[config.mk]
export PLATFORM = sky130hd
export DESIGN_NAME = regfile_sb
export DESIGN_NICKNAME = d
export VERILOG_FILES = /design/src/rtl/regfile_sb.sv
export SDC_FILE = /design/constraint.sdc
export NUM_CORES = 1
export LEC_CHECK = 0
export BUFFER_PORTS_ARGS = -buffer_cell sky130_fd_sc_hd__buf_4
export CORE_AREA = 4 4 114 116
export CTS_BUF_LIST = sky130_fd_sc_hd__clkbuf_16
export DETAILED_ROUTE_END_ITERATION = 10
export DIE_AREA = 0 0 118 120
export PLACE_DENSITY = 0.57
export SLEW_MARGIN = 5
export SYNTH_ARGS = -nofsm -noshare
export SYNTH_HDL_FRONTEND = slang
export SYNTH_SLANG_ARGS = --single-unit
[constraint.sdc]
create_clock -name clk -period 4.55 [get_ports clk]
set_clock_uncertainty 0.2 [all_clocks]
set_input_delay 1.1375 -clock clk [delete_from_list [all_inputs] [get_ports clk]]
set_output_delay 1.1375 -clock clk [all_outputs]
set_load 0.05 [all_outputs]
[src/rtl/regfile_sb.sv]
// 2-read/1-write register file with a per-register busy scoreboard.
// Register 0 and addresses >= REGNUM read as zero and never go busy.
module regfile_sb #(
  parameter int DWIDTH = 8,
  parameter int RWIDTH = 3,
  parameter int REGNUM = 8,
  parameter int BYPASS = 1
) (
  input  logic              clk,
  input  logic              reset,
  input  logic              we3,
  input  logic [RWIDTH-1:0] wa3,
  input  logic [DWIDTH-1:0] wd3,
  input  logic [RWIDTH-1:0] ra1,
  input  logic [RWIDTH-1:0] ra2,
  output logic [DWIDTH-1:0] rd1,
  output logic [DWIDTH-1:0] rd2,
  input  logic              rsv,
  input  logic [RWIDTH-1:0] rsva,
  output logic              busy1,
  output logic              busy2
);

  // Only registers 1..REGNUM-1 hold storage; register 0 is implicit.
  logic [DWIDTH-1:0] rf_q [1:REGNUM-1];
  logic [DWIDTH-1:0] rf_d [1:REGNUM-1];
  logic [REGNUM-1:1] busy_q;
  logic [REGNUM-1:1] busy_d;

  // Reserve wins over write on busy because it belongs to the newer instruction.
  always_comb begin
    for (int i = 1; i < REGNUM; i++) begin
      if (we3 && (wa3 == i[RWIDTH-1:0])) begin
        rf_d[i] = wd3;
      end else begin
        rf_d[i] = rf_q[i];
      end

      if (rsv && (rsva == i[RWIDTH-1:0])) begin
        busy_d[i] = 1'b1;
      end else if (we3 && (wa3 == i[RWIDTH-1:0])) begin
        busy_d[i] = 1'b0;
      end else begin
        busy_d[i] = busy_q[i];
      end
    end
  end

  always_ff @(posedge clk) begin
    if (reset) begin
      for (int i = 1; i < REGNUM; i++) begin
        rf_q[i] <= {DWIDTH{1'b0}};
      end
      busy_q <= {(REGNUM-1){1'b0}};
    end else begin
      rf_q   <= rf_d;
      busy_q <= busy_d;
    end
  end

  // Returns {busy, data}; unmatched addresses (0 or out of range) fall through to zero.
  function automatic logic [DWIDTH:0] read_port(input logic [RWIDTH-1:0] ra);
    logic [DWIDTH:0] r;
    r = {(DWIDTH+1){1'b0}};
    for (int i = 1; i < REGNUM; i++) begin
      if (ra == i[RWIDTH-1:0]) begin
        if ((BYPASS != 0) && we3 && (wa3 == ra)) begin
          r = {1'b0, wd3};
        end else begin
          r = {busy_q[i], rf_q[i]};
        end
      end
    end
    return r;
  endfunction

  always_comb begin
    {busy1, rd1} = read_port(ra1);
    {busy2, rd2} = read_port(ra2);
  end

endmodule
# After elaboration in Yosys (flattened, before gate mapping)
# Cells that the tools add are included.
[classes]
div = 0
n_mul = 0
bitwise = 0
mux = 42
n_eq_ne = 30
shift = 0
n_reduce_logical = 23
magnitude_cmp = 0
n_addsub = 0
[op_table]
columns = ["cell", "n"]
rows = [
  ["$mux W9", 28],
  ["$eq A3 B3 Y1 const B", 16],
  ["$eq A3 B2 Y1 const B", 8],
  ["$logic_and A1 B1 Y1", 16],
  ["$mux W1", 14],
  ["$reduce_bool A2 Y1", 7],
  ["$eq A3 B1 Y1 const B", 4],
  ["$eq A3 B3 Y1", 2],
]
[word_totals]
latch_bits = 0
out_inout_bits = 18
ramBits = 0
ff_bits = 63
n_memories = 0
mem_bits_ro = 0
elab_cells = 109

# Logic depth before layout (Yosys ltp)
# Gate-level depths: netlist of the first run.
[depth]
word_depth = 10
depth_mapped = 8
depth_no_buf = 5

# Least setup slack after synthesis of the first run
# No wires, ideal clock.
[synth_path]
path_type = "input -> output"
startpoint = "in ra1[0]"
endpoint = "out rd1[0]"
t_arrival_ps = 3638
path_stages = 7
path_slack_ps = -426
n_path_buf = 3
cell_sequence = "buf_2 > xnor2_2 > and4_4 > buf_6 > buf_4 > nor3b_1 > o41ai_1"
[synth_via]
elab_chain_cells = 10
elab_cells_between_ends = 23
cone_classes = "eq/ne (8); mux (14); reduce/logical (1)"
[synth_lines]
columns = ["element", "line", "rtl"]
rows = [
  ["from (decl)", "14", "input logic [RWIDTH-1:0] ra1,"],
  ["$eq A3 B3 Y1", "67", "if ((BYPASS != 0) && we3 && (wa3 == ra)) begin"],
  ["$logic_and A1 B1 Y1", "67", ""],
  ["$mux W9", "67", ""],
  ["$mux W9 (6 in series)", "66", "if (ra == i[RWIDTH-1:0]) begin"],
  ["$mux W9 *", "66", ""],
  ["to (decl)", "16", "output logic [DWIDTH-1:0] rd1,"],
]
# Mark *: on every way between the ends. The rest lies on a longest branch, timed or not.

# Worst setup path after layout of the first run
[layout_path]
startpoint = "in ra2[2]"
endpoint = "out rd2[6]"
[layout_via]
elab_chain_cells = 10
elab_cells_between_ends = 23
cone_classes = "eq/ne (8); mux (14); reduce/logical (1)"
[layout_lines]
columns = ["element", "line", "rtl"]
rows = [
  ["from (decl)", "15", "input logic [RWIDTH-1:0] ra2,"],
  ["$eq A3 B3 Y1", "67", ""],
  ["$logic_and A1 B1 Y1", "67", ""],
  ["$mux W9", "67", ""],
  ["$mux W9 (6 in series)", "66", ""],
  ["$mux W9 *", "66", ""],
  ["to (decl)", "17", "output logic [DWIDTH-1:0] rd2,"],
]
# Marked as above.

==> key figures, run 1 <==
Outcome
  • Status: complete, no violations

STA
  • Max Clk Rate: around 0.23 GHz
  • Slew headroom: 48.7%
  • Hold WS: approximately 0.27 ns
  • Final Hold Fails: 0
  • Max Slew Vio Count: 0
  • Minimum clock period after layout: between 4 and 5 ns
  • RSZ-0062 raised after global routing: no
  • Setup TNS Final: 0 ns
  • Final setup viols: 0
  • Worst-Margin Slew: 0.766 ns
  • Final Cycle Share: a little over nine tenths

Global route
  • Total GRT Usage: 19.9%
  • GRT Residual Overflow: 0
  • Initial antenna violation count: 0
  • First-pass GRT wire length: 22.5 mm
  • Largest net degree at the start of global routing: 64
  • Vias in the first global route: 4,092

Worst setup path
  • Kind of critical path: input port to output pin
  • Most common cell on crit path: buf_4
  • Startpoint Class: input port
  • Crit-path cells: buf_4 > inv_1 > nand2_1 > o221ai_1 > a221o_1 > buf_4
  • Crit Path Max Fanout: 18
  • Buf/Inv on CP: 3
  • Setup crit end kind: output pin
  • Critical path arrival: about 3 ns
  • CP top delay family: buffers and inverters
  • CP max stage delay: roughly 0.52 ns
  • Slowest cell on crit path: inv_1
  • WP data required: about 3.2 ns

Drt
  • Initial DRC Count: 436
  • Vias per cell: just under 6
  • Remaining DRCs: 0
  • Avg WL per Cell: 19.6 um
  • Drt first pass iters: 6
  • Vias: between 4,000 and 5,000
  • Post-route ant nets: 0
  • Post-Route WL: 14.2 mm

Power
  • Pleak: 0.00174 uW
  • Pwr per Cell Area: 309 mW/mm^2
  • VDD IR max: between 200 and 250 uV

Yosys
  • Yosys reg bits: 63
  • Netlist Area Pre-Place: about 0.0041 mm^2
  • Syn Inst Count: roughly 560
  • Dominant cells by area after synthesis: dfxtp_1 31%, nand2_1 13%, a21oi_1 9.9%
  • Top cell type's share of synthesized area: 30.5%
  • Post-synth EDFFs: 0
  • Register area share after synthesis: approximately 31%
  • Mean post-synth cell area: 7.41 um^2
  • Number of library cell types mapped by synthesis: 44
  • Synth area leader: dfxtp_1
  • Async SR Flop Fraction: 0%
  • Ys flop type: dfxtp_1
  • YS warnings: 0
  • Syn Nets: roughly 580

Clock network
  • Setup Fix Bufs, Post-CTS: 0
  • Clk root buf: clkbuf_16
  • Clock sinks: 63
  • H-Tree Level Count: 3
  • CTS Buf Count: 9
  • CTS tree: done
  • Post-CTS sizing: 0
  • # hold bufs at CTS: 0
  • Clk buf depth: 2
  • Clk slew on worst S/H paths: roughly 0.050 ns
  • Clk_lat worst skew: ~0.32 ns

Flow run
  • Max Cap Viol: 0

Layout
  • Layout cells sized above 1: around 16%
  • Area grow syn2layout: 14.3%
  • Diode count: 0
  • Number of fill cells: 1,244
  • Final nets: 597

Placement
  • Detail Placement HPWL: about 9.7 mm
  • PortBufs: 41
  • Routability cong.: around 0.84

Floorplan
  • Die Width: 118 um
  • Area of the die: 0.0142 mm^2
  • Ports: 42
  • Row cnt: 40
  • Core Box Area: roughly 0.012 mm^2
  • Die height: about 120 um
  • Starting Density: approximately a third

Min path
  • Min-delay worst type: flop to flop
[where the power goes]
group,switching [uW],leakage [uW],internal [uW]
clock network,238,0.000129,353
registers,9.63,0.000510,565
logic,198,0.00110,94.9
[cell usage after synthesis, types with 3 or more instances]
cell type / number
o221ai_1: 7
nand2b_1: 5
nor2_1: 42
a211oi_1: 10
a32oi_1: 11
a21oi_1: 82
o41ai_2: 3
nor3b_1: 7
buf_2: 13
a22oi_1: 16
a31oi_1: 8
nor3_1: 5
mux2i_1: 17
xnor2_2: 4
clkbuf_1: 24
nand2_1: 148
o41ai_1: 4
mux2_1: 5
nand3_1: 5
o21ai_0: 9
dfxtp_1: 63
buf_6: 7
o21ai_1: 3
nand4_1: 3
nor2b_1: 7
mux2_2: 14
and3_1: 7
a221o_1: 7
buf_4: 3
[path summary, 6_finish.rpt]
| kind | start | endpoint | slack (ns) | cells past startpoint |
|---|---|---|---|---|
| worst max-delay path | ra2[2] | rd2[6] | 0.27 | 6 |
| worst min-delay path | rf_q[51] | rf_q[51] | 0.27 | 2 |
| worst max register to register | busy_q[5] | busy_q[5] | 3.64 | 2 |
| worst min register to register | rf_q[51] | rf_q[51] | 0.27 | 2 |
[worst reg2reg max path, delay by kind of cell, from the launching register on]
kind	cells	cell delay [ns]
AO/OA/AOI/OAI	1	0.18
flip-flops	1	0.33
AND/OR/NAND/NOR	1	0.07
[kinds of logic after synthesis]
kind of cell	synth area share, %
DFF	30.5
xor gates and xnor gates	2.45
AOI/OAI and AO/OA	26.0
muxes	9.29
buffers and inverters	6.48
and+or+nand+nor	25.3
[sequential cells by signal, summed over array words and instances (netlist names)]
register  cells
rf_q         56
busy_q        7
[final cells by class]
cell class | count | area [um^2] | area share, %
Timing Repair Buffer | 52 | 390 | 8.26
Sequential cell | 63 | 1260 | 26.7
Clock inverter | 5 | 20.0 | 0.424
Tap cell | 147 | 184 | 3.89
Multi-Input combinational cell | 445 | 2640 | 55.8
Inverter | 2 | 7.51 | 0.159
Clock buffer | 9 | 225 | 4.77
[metal layers]
layer | GRT usage [%] | wire, um | vias up
li1 | - | - | 2022
met1 | 26.8 | 6390 | 2071
met2 | 32.1 | 6720 | 159
met3 | 3.91 | 787 | 21
met4 | 6.45 | 268 | 0
met5 | 0 | 0 | -
[stage by stage]
| stage | utilization [%] | instances | power (uW) | setup WS [ns] | cell area (um^2) |
|---|---|---|---|---|---|
| floorplan | - | 558 | 792 | 0.106 | 4160 |
| global placement | 37.6 | 709 | 873 | 0.320 | 4480 |
| detailed placement | 37.6 | 709 | 877 | 0.298 | 4480 |
| CTS | 39.7 | 723 | 1470 | 0.303 | 4720 |
| global route | 39.7 | 723 | 1520 | 0.160 | 4720 |
| finish | 39.7 | 723 | 1460 | 0.269 | 4720 |
[layout by cell type, fill, tap and decap left out, types with 10 or more instances in the layout]
master    count
nand2_1     148
a21oi_1      82
dfxtp_1      63
buf_4        52
nor2_1       42
mux2i_1      17
a22oi_1      16
mux2_2       14
a32oi_1      11
a211oi_1     10
Note: power is estimated with default switching activity, not from simulation.
==> run 2, diff against run 1 <==
==> constraint.sdc (replaced) <==
create_clock -name clk -period 4.55 [get_ports clk]
set_clock_uncertainty 0.2 [all_clocks]
set_input_delay 0.455 -clock clk [delete_from_list [all_inputs] [get_ports clk]]
set_output_delay 0.455 -clock clk [all_outputs]
set_load 0.05 [all_outputs]
==> key figures, run 2 (synthesized netlist as in run 1, its figures left out) <==
Outcome
  • Status: complete, no violations

Clock network
  • Clk_lat worst skew: 0.34 ns
  • Clock sinks: 63
  • Post-CTS sizing: 0
  • Setup Fix Bufs, Post-CTS: 0
  • H-Tree Level Count: 3
  • CTS tree: done
  • Clk slew on worst S/H paths: approximately 0.06 ns
  • CTS Buf Count: 9
  • Clk buf depth: 2
  • # hold bufs at CTS: 0
  • Clk root buf: clkbuf_16

STA
  • Final Cycle Share: between 70% and 80%
  • RSZ-0062 raised after global routing: no
  • Slew headroom: 30.3%
  • Max Slew Vio Count: 0
  • Minimum clock period after layout: 3.24 ns
  • Final setup viols: 0
  • Final Hold Fails: 0
  • Worst-Margin Slew: 1.04 ns
  • Max Clk Rate: 0.309 GHz
  • Hold WS: approximately 0.22 ns
  • Setup TNS Final: 0 ns

Floorplan
  • Die height: 120 um
  • Die Width: 118 um
  • Ports: 42
  • Core Box Area: about 0.012 mm^2
  • Starting Density: 34.7%
  • Area of the die: approximately 0.014 mm^2
  • Row cnt: 40

Worst setup path
  • Kind of critical path: input port to output pin
  • Startpoint Class: input port
  • Setup crit end kind: output pin
  • Slowest cell on crit path: nor3_4
  • Crit-path cells: buf_4 > xnor2_2 > nand4_2 > nor3_4 > a211oi_1 > o41ai_1 > buf_4
  • Most common cell on crit path: buf_4
  • CP max stage delay: approximately 0.45 ns
  • Critical path arrival: roughly 2.6 ns
  • WP data required: roughly 4 ns
  • Reg2reg setup slack: ~3.7 ns
  • CP top delay family: simple AND/OR/NAND/NOR gates
  • Crit Path Max Fanout: 24
  • Buf/Inv on CP: 2

Layout
  • Max FFs per register: 56
  • Biggest regs: rf_q x56, busy_q x7
  • Area grow syn2layout: 12.7%
  • Highest-count cells in the layout ignoring fill and taps: 148 x nand2_1, 82 x a21oi_1, 63 x dfxtp_1
  • Diode count: 0
  • Final core occ: around two fifths
  • Commonest non-fill, non-tap cell in the layout: nand2_1
  • Final nets: about 600
  • Layout cells sized above 1: around 15%
  • Final instance area: roughly 0.0047 mm^2
  • Top reg by flops: rf_q

Global route
  • Largest net degree at the start of global routing: 64
  • GRT Residual Overflow: 0
  • Vias in the first global route: roughly 4,300
  • Initial antenna violation count: 0
  • First-pass GRT wire length: between 20 and 25 mm
  • Total GRT Usage: 20.0%

Power
  • Combinational fraction of design power: 18.4%
  • Sw Pwr: approximately 460 uW
  • Internal power: 1070 uW
  • VDD IR max: around 140 uV
  • Sequential share of power: between 30% and 40%
  • Clock network power share: between 40% and 50%
  • Pleak: around 0.0017 uW
  • Pwr per Cell Area: around 330 mW/mm^2
  • Sw Share: 30.3%

Flow run
  • Max Cap Viol: 0

Drt
  • Initial DRC Count: just over 400
  • Vias: around 4,300
  • Post-Route WL: around 14 mm
  • Remaining DRCs: 0
  • Drt first pass iters: 5
  • Vias per cell: just under 6
  • Avg WL per Cell: between 15 and 20 um
  • Post-route ant nets: 0

Placement
  • Detail Placement HPWL: between 9 and 10 mm
  • PortBufs: slightly above 40
  • Routability cong.: slightly below 0.9
  • Area after DPL: 0.00437 mm^2

Min path
  • Min-delay worst type: input port to flop
-- run 2: final cells by class --
cell class	count	area, um^2
Fill cell	1243	7250
Multi-Input combinational cell	445	2610
Sequential cell	63	1260
Timing Repair Buffer	41	308
Clock buffer	9	225
Tap cell	147	184
Clock inverter	7	63.8
Inverter	2	7.51
-- run 2: layer usage --
| layer | GRT usage, % | vias up | part of all wire [%] |
|---|---|---|---|
| met5 | 0 | - | 0 |
| met4 | 7.62 | 0 | 2.7 |
| met3 | 4.76 | 26 | 6.4 |
| met2 | 33.2 | 165 | 47 |
| met1 | 25.1 | 2058 | 44 |
| li1 | - | 2001 | - |
-- run 2: final timing paths --
path	end	depth (start not counted)	from
hold reg to reg	busy_q[7]	2	busy_q[7]
setup reg to reg	rf_q[44]	2	rf_q[44]
setup / recovery	rd1[0]	7	ra1[1]
hold / removal	busy_q[4]	3	rsva[2]
-- run 2: power by group through the flow --
stage          Sequential (uW)  Clock (uW)  Combinational, uW
3_5_place_dp               586           0                280
6_report                   575         678                283
3_3_place_gp               586           0                276
5_1_grt                    576         709                304
4_1_cts                    574         686                281
2_1_floorplan              583           0                207
-- run 2: metrics by stage --
stage	instances	total power [uW]	worst slack, ns
after floorplan	558	790	0.939
after global placement	698	862	1.38
after detailed placement	698	867	1.27
after CTS	714	1540	1.27
after global routing	714	1590	1.16
final	714	1540	1.31
-- run 2: worst reg2reg max path, delay by kind of cell (launching register included) --
kind / cells / cell delay [ns]
AOI/OAI and AO/OA: 1 / 0.17
DFF: 1 / 0.38
and+or+nand+nor: 1 / 0.07
==> run 3, diff against run 2 <==
--- a/config.mk
+++ b/config.mk
@@ -5,12 +5,13 @@
 export SDC_FILE = /design/constraint.sdc
 export NUM_CORES = 1
 export LEC_CHECK = 0
+export ABC_AREA = 1
 export BUFFER_PORTS_ARGS = -buffer_cell sky130_fd_sc_hd__buf_4
-export CORE_AREA = 4 4 114 116
+export CORE_AREA = 4 4 116 118
 export CTS_BUF_LIST = sky130_fd_sc_hd__clkbuf_16
 export DETAILED_ROUTE_END_ITERATION = 10
-export DIE_AREA = 0 0 118 120
-export PLACE_DENSITY = 0.57
+export DIE_AREA = 0 0 120 122
+export PLACE_DENSITY = 0.59
 export SLEW_MARGIN = 5
 export SYNTH_ARGS = -nofsm -noshare
 export SYNTH_HDL_FRONTEND = slang
==> constraint.sdc (replaced) <==
create_clock -name clk -period 2.8 [get_ports clk]
set_clock_uncertainty 0.2 [all_clocks]
set_input_delay 0.28 -clock clk [delete_from_list [all_inputs] [get_ports clk]]
set_output_delay 0.28 -clock clk [all_outputs]
set_load 0.05 [all_outputs]
==> key figures, run 3 <==
Outcome
  • Status: complete, no violations

Clock network
  • Clk buf depth: 2
  • Clk slew on worst S/H paths: about 0.060 ns
  • Setup Fix Bufs, Post-CTS: 0
  • Post-CTS sizing: 0
  • H-Tree Level Count: 3
  • CTS Buf Count: 9
  • # hold bufs at CTS: 0
  • Clk root buf: clkbuf_16
  • Clk_lat worst skew: between 0.3 and 0.4 ns
  • Clock sinks: 63
  • CTS tree: done

Power
  • Sequential share of power: 37.6%
  • Combinational fraction of design power: a little under a fifth
  • Sw Pwr: 769 uW
  • Sw Share: between 30% and 40%
  • Clock network power share: around 44%
  • Internal power: ~1800 uW
  • Pwr per Cell Area: just under 500 mW/mm^2
  • Pleak: between 0.002 and 0.0025 uW
  • VDD IR max: 253 uV

Global route
  • GRT Residual Overflow: 0
  • Largest net degree at the start of global routing: 64
  • Initial antenna violation count: 0
  • Total GRT Usage: 20.7%
  • Vias in the first global route: about 4,400
  • First-pass GRT wire length: ~24 mm

Floorplan
  • Area of the die: about 0.015 mm^2
  • Starting Density: 34.5%
  • Row cnt: 41
  • Core Box Area: about 0.012 mm^2
  • Ports: 42
  • Die Width: about 120 um
  • Die height: roughly 120 um

Yosys
  • Ys flop type: dfxtp_1
  • Syn Inst Count: 718
  • Register area share after synthesis: around 29%
  • Netlist Area Pre-Place: 0.00430 mm^2
  • Synth area leader: dfxtp_1
  • Syn Nets: around 740
  • Post-synth EDFFs: 0
  • Post-synth top cells: 259 x nand2_1, 85 x nor2_1, 63 x dfxtp_1, 52 x nand3_1, 50 x inv_1
  • Top cell type's share of synthesized area: roughly 30%
  • Most common cell in the netlist: nand2_1
  • YS warnings: 0
  • Number of library cell types mapped by synthesis: 26
  • Mean post-synth cell area: about 6 um^2
  • Dominant cells by area after synthesis: dfxtp_1 29%, nand2_1 23%, a211oi_1 8.2%
  • Yosys reg bits: 63
  • Async SR Flop Fraction: 0%

STA
  • Final Cycle Share: 92.4%
  • Max Slew Vio Count: 0
  • RSZ-0062 raised after global routing: no
  • Worst-Margin Slew: around 0.67 ns
  • Slew headroom: 55.4%
  • Minimum clock period after layout: approximately 2.6 ns
  • Setup TNS Final: 0 ns
  • Max Clk Rate: roughly 0.39 GHz
  • Final Hold Fails: 0
  • Final setup viols: 0

Min path
  • Hold Path Depth: 4
  • Hold_sp: rsva[1]
  • Min-delay worst type: input port to flop
  • Hold Path End: busy_q[5]

Drt
  • Vias per cell: 5.24
  • Vias: 4,920
  • Post-Route WL: approximately 15 mm
  • Post-route ant nets: 0
  • Drt first pass iters: 5
  • Remaining DRCs: 0
  • Initial DRC Count: 477
  • Avg WL per Cell: between 15 and 20 um

Layout
  • Number of fill cells: about 1,300
  • Top reg by flops: rf_q
  • Biggest regs: rf_q x56, busy_q x7
  • Layout cells sized above 1: a little over an eighth
  • Multi-input logic area: about 0.0026 mm^2
  • Final instance area: 0.00512 mm^2
  • Final nets: slightly below 800
  • Area grow syn2layout: 19.2%
  • Commonest non-fill, non-tap cell in the layout: nand2_1
  • FF+latch area: roughly 0.0013 mm^2
  • Highest-count cells in the layout ignoring fill and taps: 259 x nand2_1, 85 x nor2_1, 63 x dfxtp_1, 63 x buf_4, 52 x nand3_1
  • Diode count: 0
  • Max FFs per register: between 50 and 60

Worst setup path
  • Startpoint Class: input port
  • Crit Path Max Fanout: 12
  • R2r startpoint: rf_q[32]
  • CP max stage delay: between 0.3 and 0.4 ns
  • Kind of critical path: input port to output pin
  • Slowest cell on crit path: nand2_1
  • R2R depth: 2
  • Reg2reg setup slack: between 1.5 and 2 ns
  • Crit-path cells: buf_4 > inv_1 > nand2_1 > nand2_1 > nand3_1 > nand2_1 > nand2_1 > nand3_1 > nor2_1 > nand4_1 > buf_4
  • WP data required: between 2 and 2.5 ns
  • Most common cell on crit path: nand2_1
  • CP top delay family: simple AND/OR/NAND/NOR gates
  • Setup crit end kind: output pin
  • Critical path arrival: between 2 and 2.5 ns
  • Buf/Inv on CP: 3
  • RR Endpoint: rf_q[32]

Placement
  • Area after DPL: between 0.004 and 0.005 mm^2
  • Routability cong.: roughly 0.9
  • PortBufs: 41
  • Detail Placement HPWL: between 10 and 15 mm

Flow run
  • Max Cap Viol: 0
[run 3: cell count changes after synthesis, moves of 17 or more]
cell	change
nand2_1	+111
inv_1	+49
nand3_1	+47
a21oi_1	-46
nor2_1	+43
a211oi_1	+37
o21ai_0	+24
mux2i_1	-17
[run 3: worst max path at each step]
| stage | depth (start not counted) | endpoint | start | slack [ns] |
|---|---|---|---|---|
| 6_report | 11 | rd1[7] | ra1[2] | 0.21 |
| 5_1_grt | 11 | rd1[7] | ra1[2] | 0.08 |
| 4_1_cts | 11 | rd1[7] | ra1[2] | 0.27 |
| 3_5_place_dp | 11 | rd1[7] | ra1[2] | 0.27 |
| 3_3_place_gp | 11 | rd1[7] | ra1[2] | 0.32 |
| 2_1_floorplan | 11 | rd2[0] | ra2[0] | 0.60 |
[run 3: cells by family (layout without fill, tap and decap cells)]
logic type	after synthesis	after routing	synth area share, %
flip-flops	63	63	29.4
AND/OR/NAND/NOR	434	434	43.2
buffers and inverters	96	145	9.67
AO/OA/AOI/OAI	125	125	17.8
[run 3: per-layer routing]
metal	share of wire [%]	routed length (um)	GRT usage, %
met4	1.6	248	7.52
met2	43	6430	30.8
met5	0	0	0
met1	48	7250	30.4
met3	7.7	1170	3.11
[run 3: worst register-to-register path, stage by stage (launching register included)]
cell and delay (ns):
dfxtp_1 0.38, nor2_1 0.07, a211oi_1 0.19
[run 3: power groups by stage]
stage / combinational [uW] / sequential (uW) / clock (uW)
final: 475 / 948 / 1100
after global routing: 518 / 951 / 1150
after CTS: 471 / 948 / 1110
after detailed placement: 469 / 967 / 0
after global placement: 467 / 965 / 0
after floorplan: 315 / 960 / 0
[run 3: per-stage QoR]
| stage | setup slack (ns) | cells | hold WS (ns) | util (%) | total power, uW |
|---|---|---|---|---|---|
| final | 0.212 | 939 | 0.0467 | 41.1 | 2520 |
| after global routing | 0.0798 | 939 | 0.0770 | 41.1 | 2620 |
| after CTS | 0.272 | 939 | 0.0473 | 41.1 | 2530 |
| after detailed placement | 0.267 | 923 | 0.263 | 38.8 | 1440 |
| after global placement | 0.323 | 923 | 0.259 | 38.8 | 1430 |
| after floorplan | 0.596 | 718 | 0.241 | - | 1270 |
[run 3: cell type report]
| type | instances | area share, % |
|---|---|---|
| Multi-Input combinational cell | 559 | 51.1 |
| Sequential cell | 63 | 24.6 |
| Timing Repair Buffer | 64 | 9.62 |
| Inverter | 65 | 4.76 |
| Clock buffer | 9 | 4.40 |
| Tap cell | 172 | 4.20 |
| Clock inverter | 7 | 1.27 |
